<file path="config.mk">
export PLATFORM = sky130hd
export DESIGN_NAME = shift_pipe_flat
export DESIGN_NICKNAME = d
export VERILOG_FILES = /design/src/rtl/shift_pipe_if.sv /design/src/rtl/shift_pipe.sv /design/src/flat_wrapper.sv
export SDC_FILE = /design/constraint.sdc
export NUM_CORES = 1
export LEC_CHECK = 0
export BUFFER_PORTS_ARGS = -buffer_cell sky130_fd_sc_hd__buf_2
export CAP_MARGIN = 5
export CORE_MARGIN = 4
export CORE_UTILIZATION = 40
export CTS_BUF_LIST = sky130_fd_sc_hd__clkbuf_4 sky130_fd_sc_hd__clkbuf_8
export CTS_CLUSTER_SIZE = 40
export DETAILED_ROUTE_END_ITERATION = 12
export REMOVE_ABC_BUFFERS = 1
export SKIP_CTS_REPAIR_TIMING = 1
export SLEW_MARGIN = 20
export SYNTH_ARGS = -nofsm -noshare
export SYNTH_HDL_FRONTEND = slang
export SYNTH_SLANG_ARGS = --single-unit
export TNS_END_PERCENT = 50
</file>
<file path="constraint.sdc">
create_clock -name clk -period 2.7 [get_ports clk]
set_input_delay 0.405 -clock clk [delete_from_list [all_inputs] [get_ports clk]]
set_output_delay 0.405 -clock clk [all_outputs]
set_load 0.05 [all_outputs]
</file>
<file path="src/rtl/shift_pipe_if.sv">
// Request/response bundle between an execute-stage issuer and shift_pipe.
interface shift_pipe_if #(
    parameter int unsigned XLEN  = 32,
    parameter int unsigned TAG_W = 5
);
    localparam int unsigned SH_W = $clog2(XLEN);

    logic              in_valid_i;
    logic              in_ready_o;
    logic [2:0]        op_i;
    logic              word_i;
    logic [XLEN-1:0]   rs1_data_i;
    logic [SH_W-1:0]   shamt_i;
    logic [TAG_W-1:0]  tag_i;
    logic              out_valid_o;
    logic              out_ready_i;
    logic [XLEN-1:0]   data_o;
    logic [TAG_W-1:0]  tag_o;
    logic              illegal_o;

    // Issuer side: offers operations, consumes results.
    modport master (
        output in_valid_i, op_i, word_i, rs1_data_i, shamt_i, tag_i, out_ready_i,
        input  in_ready_o, out_valid_o, data_o, tag_o, illegal_o
    );

    // Shifter side.
    modport slave (
        input  in_valid_i, op_i, word_i, rs1_data_i, shamt_i, tag_i, out_ready_i,
        output in_ready_o, out_valid_o, data_o, tag_o, illegal_o
    );
endinterface

</file>
<file path="src/rtl/shift_pipe.sv">
// Pipelined barrel shifter/rotator with elastic valid/ready stages, flush and
// a pass-through writeback tag. Log-shifter layers are spread over the stages.
module shift_pipe #(
    parameter int unsigned XLEN        = 32,
    parameter int unsigned PIPE_STAGES = 2,
    parameter int unsigned TAG_W       = 5
) (
    input  logic         clk,
    input  logic         reset_n,
    input  logic         flush_i,
    shift_pipe_if.slave  bus
);
    localparam int unsigned SH_W = $clog2(XLEN);
    localparam int unsigned NL   = SH_W;
    localparam int unsigned NS   = PIPE_STAGES;

    // Stage owning layer j (layer 0 is the largest amount); earlier stages
    // take the extra layer when the split is uneven.
    function automatic int unsigned stage_of(input int unsigned j);
        int unsigned base;
        int unsigned rem;
        int unsigned big;
        base = NL / NS;
        rem  = NL % NS;
        big  = rem * (base + 1);
        if (j < big) return j / (base + 1);
        return rem + (j - big) / base;
    endfunction

    // One log-shifter layer by a fixed power-of-two amount.
    function automatic logic [XLEN-1:0] shift_layer(
        input logic [XLEN-1:0] x,
        input int unsigned     amt,
        input logic            left,
        input logic            rot,
        input logic            arith
    );
        logic [XLEN-1:0] res;
        res = x >> amt;
        if (left) begin
            res = rot ? ((x << amt) | (x >> (XLEN - amt))) : (x << amt);
        end else if (rot) begin
            res = (x >> amt) | (x << (XLEN - amt));
        end else if (arith) begin
            res = $unsigned($signed(x) >>> amt);
        end
        return res;
    endfunction

    logic [NS-1:0]    v_q;
    logic [XLEN-1:0]  dat_q [NS];
    logic [SH_W-1:0]  sh_q  [NS];
    logic [TAG_W-1:0] tag_q [NS];
    logic [NS-1:0]    left_q, rot_q, arith_q, word_q, ill_q;

    logic [XLEN-1:0]  dat_d [NS];
    logic [SH_W-1:0]  sh_d  [NS];
    logic [TAG_W-1:0] tag_d [NS];
    logic [NS-1:0]    left_d, rot_d, arith_d, word_d, ill_d;

    logic [NS-1:0]    ld_c, adv_c, in_v_c;

    logic             word_c, ill_c, left_c, rot_c, arith_c;
    logic [XLEN-1:0]  opnd_c;
    logic [SH_W-1:0]  sh_c;

    // Decode and word-mode operand/amount preparation.
    always_comb begin
        word_c  = (XLEN == 64) && bus.word_i;
        left_c  = 1'b0;
        rot_c   = 1'b0;
        arith_c = 1'b0;
        ill_c   = 1'b0;
        case (bus.op_i)
            3'b000: left_c = 1'b1;
            3'b001: begin end
            3'b010: arith_c = 1'b1;
            3'b011: begin left_c = 1'b1; rot_c = 1'b1; ill_c = word_c; end
            3'b100: begin rot_c = 1'b1; ill_c = word_c; end
            default: ill_c = 1'b1;
        endcase
        opnd_c = bus.rs1_data_i;
        sh_c   = bus.shamt_i;
        // Word ops run in the full-width datapath: SRAW sees a sign-extended
        // operand so arithmetic fill lands in bit 31; low 32 bits are kept later.
        if (word_c) begin
            opnd_c = arith_c ? XLEN'($signed(bus.rs1_data_i[31:0])) : XLEN'(bus.rs1_data_i[31:0]);
            sh_c   = SH_W'(bus.shamt_i[4:0]);
        end
    end

    // Valid chain: a stage loads when empty or draining; bubbles collapse.
    always_comb begin
        logic nxt_ld;
        ld_c   = '0;
        adv_c  = '0;
        in_v_c = '0;
        nxt_ld = bus.out_ready_i;
        for (int k = int'(NS) - 1; k >= 0; k--) begin
            adv_c[k] = v_q[k] & nxt_ld;
            ld_c[k]  = ~v_q[k] | adv_c[k];
            nxt_ld   = ld_c[k];
        end
        in_v_c[0] = bus.in_valid_i;
        for (int unsigned k = 1; k < NS; k++) begin
            in_v_c[k] = v_q[k-1];
        end
    end

    // Per-stage shift layers; the last stage also does word sign extension.
    always_comb begin
        logic [XLEN-1:0]  d;
        logic [SH_W-1:0]  s;
        logic [TAG_W-1:0] t;
        logic             l, r, a, w, il;
        left_d  = '0;
        rot_d   = '0;
        arith_d = '0;
        word_d  = '0;
        ill_d   = '0;
        for (int unsigned k = 0; k < NS; k++) begin
            if (k == 0) begin
                d = opnd_c;  s = sh_c;  t = bus.tag_i;
                l = left_c;  r = rot_c; a = arith_c; w = word_c; il = ill_c;
            end else begin
                d = dat_q[k-1];  s = sh_q[k-1];  t = tag_q[k-1];
                l = left_q[k-1]; r = rot_q[k-1]; a = arith_q[k-1];
                w = word_q[k-1]; il = ill_q[k-1];
            end
            sh_d[k]    = s;
            tag_d[k]   = t;
            left_d[k]  = l;
            rot_d[k]   = r;
            arith_d[k] = a;
            word_d[k]  = w;
            ill_d[k]   = il;
            for (int unsigned j = 0; j < NL; j++) begin
                if (stage_of(j) == k && s[NL-1-j]) begin
                    d = shift_layer(d, 32'd1 << (NL - 1 - j), l, r, a);
                end
            end
            if (k == NS - 1) begin
                if (il) begin
                    d = '0;
                end else if (w) begin
                    d = XLEN'($signed(d[31:0]));
                end
            end
            dat_d[k] = d;
        end
    end

    // Stage registers; flush wins over both accept and advance.
    always_ff @(posedge clk or negedge reset_n) begin
        if (!reset_n) begin
            v_q     <= '0;
            left_q  <= '0;
            rot_q   <= '0;
            arith_q <= '0;
            word_q  <= '0;
            ill_q   <= '0;
            for (int unsigned k = 0; k < NS; k++) begin
                dat_q[k] <= '0;
                sh_q[k]  <= '0;
                tag_q[k] <= '0;
            end
        end else begin
            for (int unsigned k = 0; k < NS; k++) begin
                if (flush_i) begin
                    v_q[k] <= 1'b0;
                end else if (ld_c[k]) begin
                    v_q[k] <= in_v_c[k];
                end
                if (!flush_i && ld_c[k] && in_v_c[k]) begin
                    dat_q[k]   <= dat_d[k];
                    sh_q[k]    <= sh_d[k];
                    tag_q[k]   <= tag_d[k];
                    left_q[k]  <= left_d[k];
                    rot_q[k]   <= rot_d[k];
                    arith_q[k] <= arith_d[k];
                    word_q[k]  <= word_d[k];
                    ill_q[k]   <= ill_d[k];
                end
            end
        end
    end

    assign bus.in_ready_o  = ld_c[0];
    assign bus.out_valid_o = v_q[NS-1];
    assign bus.data_o      = dat_q[NS-1];
    assign bus.tag_o       = tag_q[NS-1];
    assign bus.illegal_o   = ill_q[NS-1];

endmodule

</file>
<file path="src/flat_wrapper.sv">
// flat-port wrapper written by rule: the top's interface ports become plain ports
module shift_pipe_flat 
#(
    parameter int unsigned XLEN        = 32,
    parameter int unsigned PIPE_STAGES = 2,
    parameter int unsigned TAG_W       = 5
)
  (clk, reset_n, flush_i, bus_in_valid_i, bus_op_i, bus_word_i, bus_rs1_data_i, bus_shamt_i, bus_tag_i, bus_out_ready_i, bus_in_ready_o, bus_out_valid_o, bus_data_o, bus_tag_o, bus_illegal_o);
  shift_pipe_if #(.XLEN(XLEN), .TAG_W(TAG_W)) bus_i ();
  input  logic clk;
  input  logic reset_n;
  input  logic flush_i;
  input wire logic [$bits(bus_i.in_valid_i)-1:0] bus_in_valid_i;
  input wire logic [$bits(bus_i.op_i)-1:0] bus_op_i;
  input wire logic [$bits(bus_i.word_i)-1:0] bus_word_i;
  input wire logic [$bits(bus_i.rs1_data_i)-1:0] bus_rs1_data_i;
  input wire logic [$bits(bus_i.shamt_i)-1:0] bus_shamt_i;
  input wire logic [$bits(bus_i.tag_i)-1:0] bus_tag_i;
  input wire logic [$bits(bus_i.out_ready_i)-1:0] bus_out_ready_i;
  output wire logic [$bits(bus_i.in_ready_o)-1:0] bus_in_ready_o;
  output wire logic [$bits(bus_i.out_valid_o)-1:0] bus_out_valid_o;
  output wire logic [$bits(bus_i.data_o)-1:0] bus_data_o;
  output wire logic [$bits(bus_i.tag_o)-1:0] bus_tag_o;
  output wire logic [$bits(bus_i.illegal_o)-1:0] bus_illegal_o;
  assign bus_i.in_valid_i = bus_in_valid_i;
  assign bus_i.op_i = bus_op_i;
  assign bus_i.word_i = bus_word_i;
  assign bus_i.rs1_data_i = bus_rs1_data_i;
  assign bus_i.shamt_i = bus_shamt_i;
  assign bus_i.tag_i = bus_tag_i;
  assign bus_i.out_ready_i = bus_out_ready_i;
  assign bus_in_ready_o = bus_i.in_ready_o;
  assign bus_out_valid_o = bus_i.out_valid_o;
  assign bus_data_o = bus_i.data_o;
  assign bus_tag_o = bus_i.tag_o;
  assign bus_illegal_o = bus_i.illegal_o;
  shift_pipe #(.XLEN(XLEN), .PIPE_STAGES(PIPE_STAGES), .TAG_W(TAG_W)) u_core (.clk(clk), .reset_n(reset_n), .flush_i(flush_i), .bus(bus_i));
endmodule
</file>
## Word-level counts from Yosys, hierarchy flattened

Cells that the tools add are included.

| storage, ports and cells | value |
|---|---|
| flip-flop bits (word level) | 83 |
| input bits | 51 |
| output and inout port bits | 40 |
| word-level logic and storage cells | 76 |

| cells by class | value |
|---|---|
| eq/ne operators | 4 |
| multiplexer cells | 34 |
| bitwise gates (word level) | 15 |
| reduce and logical (&&, ||, !) cells | 11 |

Operators by type and width:

| kind | count |
|---|---|
| $mux W32 | 26 |
| $or A24 B32 Y32 | 1 |
| $or A28 B32 Y32 | 1 |
| $or A30 B32 Y32 | 1 |
| $or A31 B32 Y32 | 1 |
| $or A32 B1 Y32 | 1 |
| $or A32 B16 Y32 | 1 |
| $or A32 B2 Y32 | 1 |
| $or A32 B4 Y32 | 1 |
| $or A32 B8 Y32 | 1 |
| $mux W1 | 8 |
| $eq A3 B2 Y1 const B | 2 |
| $reduce_or A5 Y1 | 1 |
| $logic_and A1 B1 Y1 | 4 |
| $reduce_bool A2 Y1 | 2 |
| $reduce_or A2 Y1 | 2 |
| $eq A3 B1 Y1 const B | 1 |
| $eq A3 B3 Y1 const B | 1 |
| $logic_not A3 Y1 | 1 |
| $and A1 B1 Y1 | 2 |
| $not A1 Y1 | 2 |
| $or A1 B1 Y1 | 2 |
| $logic_not A1 Y1 | 1 |

## Depth between registers and ports, before layout

| depth | value |
|---|---|
| depth in word-level cells | 14 |
| depth in mapped cells | 9 |
| depth with buffers taken out | 6 |

## Worst setup path after synthesis

OpenSTA, ideal clock, no wires.

| timing path | value |
|---|---|
| path type | register -> register |
| start point | register u_core.v_q[1] |
| end point | register u_core.dat_q[55] (netlist bit) |
| library setup time | 0.079 ns |
| data arrival time | 2.139 ns |
| required time | 2.621 ns |
| setup slack | 0.482 ns |
| stages on the path, launching flop included | 8 |
| buffers on the path | 2 |
| clock period less this slack | 2.218 ns |
| path through | dfrtp_1 > and3b_1 > inv_1 > nand3b_1 > clkbuf_1 > buf_1 > nand2_1 > a2bb2oi_1 |

| between the ends | value |
|---|---|
| longest elaborated chain between the ends | 6 |
| elaborated cells between the ends (all ways) | 7 |
| those cells by class | bitwise (5); reduce/logical (2) |

Ends and longest elaborated chain:

| item | RTL line | text |
|---|---|---|
| start, declared | shift_pipe.sv:50 | `logic [NS-1:0] v_q;` |
| start signal, assigned by index | shift_pipe.sv:172 | `v_q[k] <= in_v_c[k];` |
| $and A1 B1 Y1 or $not A1 Y1 (tied branches) | shift_pipe.sv:100, shift_pipe.sv:101 |  |
| $or A1 B1 Y1 * | shift_pipe.sv:101 | `ld_c[k] = ~v_q[k] \| adv_c[k];` |
| $and A1 B1 Y1 * | shift_pipe.sv:100 | `adv_c[k] = v_q[k] & nxt_ld;` |
| $or A1 B1 Y1 * | shift_pipe.sv:101 |  |
| named net bus_in_ready_o | flat_wrapper.sv:20 | `output wire logic [$bits(bus_i.in_ready_o)-1:0] bus_in_ready_o;` |
| $logic_and A1 B1 Y1 * (2 in series) | shift_pipe.sv:174 | `if (!flush_i && ld_c[k] && in_v_c[k]) begin` |
| end signal, assigned by index | shift_pipe.sv:175 | `dat_q[k] <= dat_d[k];` |
| end, declared | shift_pipe.sv:51 | `logic [XLEN-1:0] dat_q [NS];` |

Mark *: on every way through the listed nets, which the timed path passes. The rest lies on a longest branch.
A chain may end at the register's enable or synchronous reset.

## Worst setup path after layout

| timing path | value |
|---|---|
| start point | input bus_op_i[0] |
| end point | register u_core.dat_q[33] (netlist bit) |

| between the ends | value |
|---|---|
| longest elaborated chain between the ends | 14 |
| elaborated cells between the ends (all ways) | 28 |
| those cells by class | eq/ne (3); mux (18); bitwise (4); reduce/logical (3) |

Ends and longest elaborated chain:

| item | RTL line | text |
|---|---|---|
| start, declared | flat_wrapper.sv:14 | `input wire logic [$bits(bus_i.op_i)-1:0] bus_op_i;` |
| $eq A3 B2 Y1 or $eq A3 B3 Y1 (tied branches) | shift_pipe.sv:74 | `case (bus.op_i)` |
| $reduce_or A2 Y1 (no line) or $mux W1 (tied branches) | -- |  |
| $mux W1 or $mux W32 (tied branches) | shift_pipe.sv:74, shift_pipe.sv:44 |  |
| $mux W32 (on tied branches) | shift_pipe.sv:42, shift_pipe.sv:41 |  |
| $mux W32 | shift_pipe.sv:40 | `if (left) begin` |
| $mux W32 | shift_pipe.sv:138 | `if (stage_of(j) == k && s[NL-1-j]) begin` |
| $mux W32, or another cell as far along | shift_pipe.sv:44 | `end else if (arith) begin` |
| $mux W32 (on tied branches) | shift_pipe.sv:42, shift_pipe.sv:41 |  |
| $mux W32 | shift_pipe.sv:40 |  |
| $mux W32 | shift_pipe.sv:138 |  |
| $mux W32, or another cell as far along | shift_pipe.sv:44 |  |
| $mux W32 (on tied branches) | shift_pipe.sv:42, shift_pipe.sv:41 |  |
| $mux W32 | shift_pipe.sv:40 |  |
| $mux W32 * | shift_pipe.sv:138 |  |

Mark *: on every way between the ends. The rest lies on a longest branch, timed or not.

==> run summary <==
The width of the die is 141 um. The via count of the first global-routing pass was 6,578; the total count of max-transition violations in the final report was 0. The number of cells in the finished layout apart from fillers is 1,177. For this run, the leading register cell type out of synthesis is dfrtp_1. Across the VDD grid, the largest voltage drop is 0.295 mV. In this run the worst hold path is classified as input port to asynchronous set/reset pin. The finished cells cover 0.00785 mm^2. Data on the critical path arrives at its endpoint at 2.38 ns. The maximum clock insertion buffer count came out at 2. The floorplan step defined a die boundary enclosing 0.0198 mm^2. STA puts the critical path data required time at 2.91 ns. The least setup slack across all paths after layout came out at 0.527 ns. Setup slack of the worst register-to-register path: 0.60 ns. Summed over all instances, the cell type with the most area after synthesis is dfrtp_1. The run gives 0 as the count of unresolved DRC violations after routing. Cells fill 45.4% of the core in the end. The critical path is of the input port to flop type. The transition at the pin with the smallest max-transition slack works out to 0.950 ns.

Prior to clock tree synthesis, the placed netlist has a worst setup slack of 0.171 ns. The run gives 8 as the number of hold violations in the final report. The final layout contains 998 nets.

For the post-DP HPWL, the log shows 16.6 mm. The maximum number of pins on one net before global-route repair was 75; the average wire per cell in the routed design was 18.8 um. The number of antenna diodes in the final layout is 0.

Summed over its instances, the top area cell type makes up 29.4% of the synthesized netlist area. The run gives 22.4% as the overall fraction of global-route tracks in use. The tools report the startpoint type of the worst setup path as an input port. The fraction of the cycle the final worst path needs was 80.5%; the count of warnings emitted by yosys was 0.

Routability-driven placement finished with a final weighted congestion of 0.958. The CTS root buffer is clkbuf_8. The final route contains 6,938 vias. The gate count after technology mapping is 917, and the wire length of the first global-routing pass is 36.2 mm.

After layout, the minimum clock period comes to 2.17 ns. The via density per instance works out to 5.89. The reg-to-reg critical path endpoint was u_core.dat_q[46].

The run finished, with violations left. The floorplan step set the die height to 141 um. The tools report the number of antenna violations at the first check in global routing as 0. The number of synthesized flops with an enable pin was 0; the number of DRC markers after the initial detailed-route iteration was 843.

For this design the static power due to leakage is 3.30 nW. Of the cells placed in the final design, the portion with a size suffix greater than 1 is 19.5%. Max-cap violations in this run came to 0. The detail route stage leaves a number of antenna-violating nets equal to 0. Setup repair after global routing left no endpoint under its margin. Counting flops with an async set or reset pin after synthesis yields a share of 100%.

The total power per unit cell area was 640 mW/mm^2. TritonCTS built the clock tree. The tools report the clock sink total as 83. The checks that failed: negative hold slack. After synthesis the netlist holds a flip-flop and latch count of 83. The tools report the sum of negative setup slack as 0 ns. Count of buffers from port buffering: 89. The tools report the floorplan core area as 0.0173 mm^2. The logs give 1,161 for the cell count after placement and 0.00762 mm^2 for the post-place instance area.

The post-synth design cell area was 0.00705 mm^2; the number of CTS-inserted buffers was 9. Sorting the synthesized cells by area gives the leading types as dfrtp_1, mux2i_1, nand2_1, o21ai_0, a21oi_1. The final layout contains routed wiring with a total length of 22.1 mm.

The first detailed-routing pass took 6 iterations. Clock latency on the worst-skew pair, taken at its later pin, is 0.36 ns. For this configuration, the core starts out at a cell density of 40.8%. The biggest fanout along the worst timing path was 16. Startpoint of the most critical register-to-register path: u_core.v_q[0]. The logic depth of the worst register-to-register path was 6. Cell with the most instances after synthesis: nand2_1. For the setup skew after layout, the log shows 0.0138 ns.

The site row count was 48. In the synthesized netlist, the cells that appear most often are nand2_1, o21ai_0, dfrtp_1, nor2_1, a21oi_1. Setup violations remaining at the end of the flow were counted as 0.

STA classifies the critical path endpoint as a flop. The timing-limited maximum frequency was 460 MHz; the number of H-tree levels was 3. The clock-pin slew on the worst setup and hold paths works out to 0.09 ns. A synthesized cell averages 7.69 um^2. The run gives 29.4% as the fraction of the yosys area taken by sequential cells.

From synthesis to final layout, the design area changed by 11.3%. The run gives -0.0115 ns as the worst-case hold slack. The run gives 5.02 mW as the total power. The relative slew slack came out at 36.7%. The count of different cell masters after synthesis is 63, and the total congestion overflow is 0. The boundary pin count came out at 91.
==> per-layer routing <==
layer	vias up	routed length, um	track usage [%]
met5	-	0	0
met4	0	362	6.43
met3	32	1410	2.82
met2	275	9900	35.2
met1	3221	10400	32.3
li1	3410	-	-
==> cell families (layout without fill, tap and decap cells) <==
logic type,after synthesis,count (layout),share of synthesized area [%]
AOI/OAI and AO/OA,326,326,30.5
and+or+nand+nor,309,309,19.9
buffers and inverters,121,156,8.80
DFF,83,83,29.4
muxes,78,78,11.3
==> final cells by class <==
| cell class | count | area, um^2 |
|---|---|---|
| inverters | 8 | 30.0 |
| repair buffers | 132 | 858 |
| fillers | 1749 | 9450 |
| well taps | 225 | 282 |
| flip-flops and latches | 83 | 2080 |
| clock buffers | 10 | 138 |
| multi-input cells | 713 | 4370 |
| clock inverters | 6 | 95.1 |
==> critical path, cell delays in order <==
cell	delay (ns)
buf_2	0.25
or2_1	0.32
a21oi_4	0.22
a221oi_1	0.65
buf_4	0.23
o221ai_1	0.11
nor2_1	0.15
a211oi_1	0.05
==> worst max path at each step <==
stage                 from               end  depth (start not counted)
2_1_floorplan  bus_op_i[1]  u_core.dat_q[39]                          6
3_3_place_gp   bus_op_i[0]  u_core.dat_q[33]                          8
3_5_place_dp   bus_op_i[0]  u_core.dat_q[33]                          8
4_1_cts        bus_op_i[0]  u_core.dat_q[33]                          8
5_1_grt        bus_op_i[0]  u_core.dat_q[33]                          8
6_report       bus_op_i[0]  u_core.dat_q[33]                          8
==> placed cells by master (no fill, tap or decap), drive strengths merged, types with 5 or more instances in the layout <==
cell    synthesis  routed
nor3           16      16
o22ai          12      12
nand3           6       6
nor3b           7       7
or2             8       8
inv             7       9
a21oi          70      70
dfrtp          83      83
a311oi          5       5
mux2i          63      63
o221ai         13      13
buf            63     132
a32oi           6       6
o211ai         10      10
o21ai          94      94
o31a            5       5
a221oi         13      13
o311ai          6       6
nand2         138     138
clkbuf         50      10
nor2b          23      23
a211o           7       7
nand2b          9       9
a211oi         27      27
o31ai          12      12
nor2           83      83
a31oi          18      18
mux2           15      15
==> report_power, final <==
| group | internal (mW) | switching [mW] |
|---|---|---|
| sequential | 1.51 | 0.258 |
| combinational | 0.715 | 1.50 |
| clock | 0.556 | 0.490 |
| total | 2.78 | 2.25 |
==> sequential cells by signal, indices dropped and copies added, names as in the netlist, 2 cells and up <==
name / count
u_core.bus.data_o: 32
u_core.dat_q: 32
u_core.bus.tag_o: 5
u_core.tag_d: 5
u_core.ill_q: 2
u_core.sh_d: 2
u_core.v_q: 2
Power figures use the tool's default switching activity.
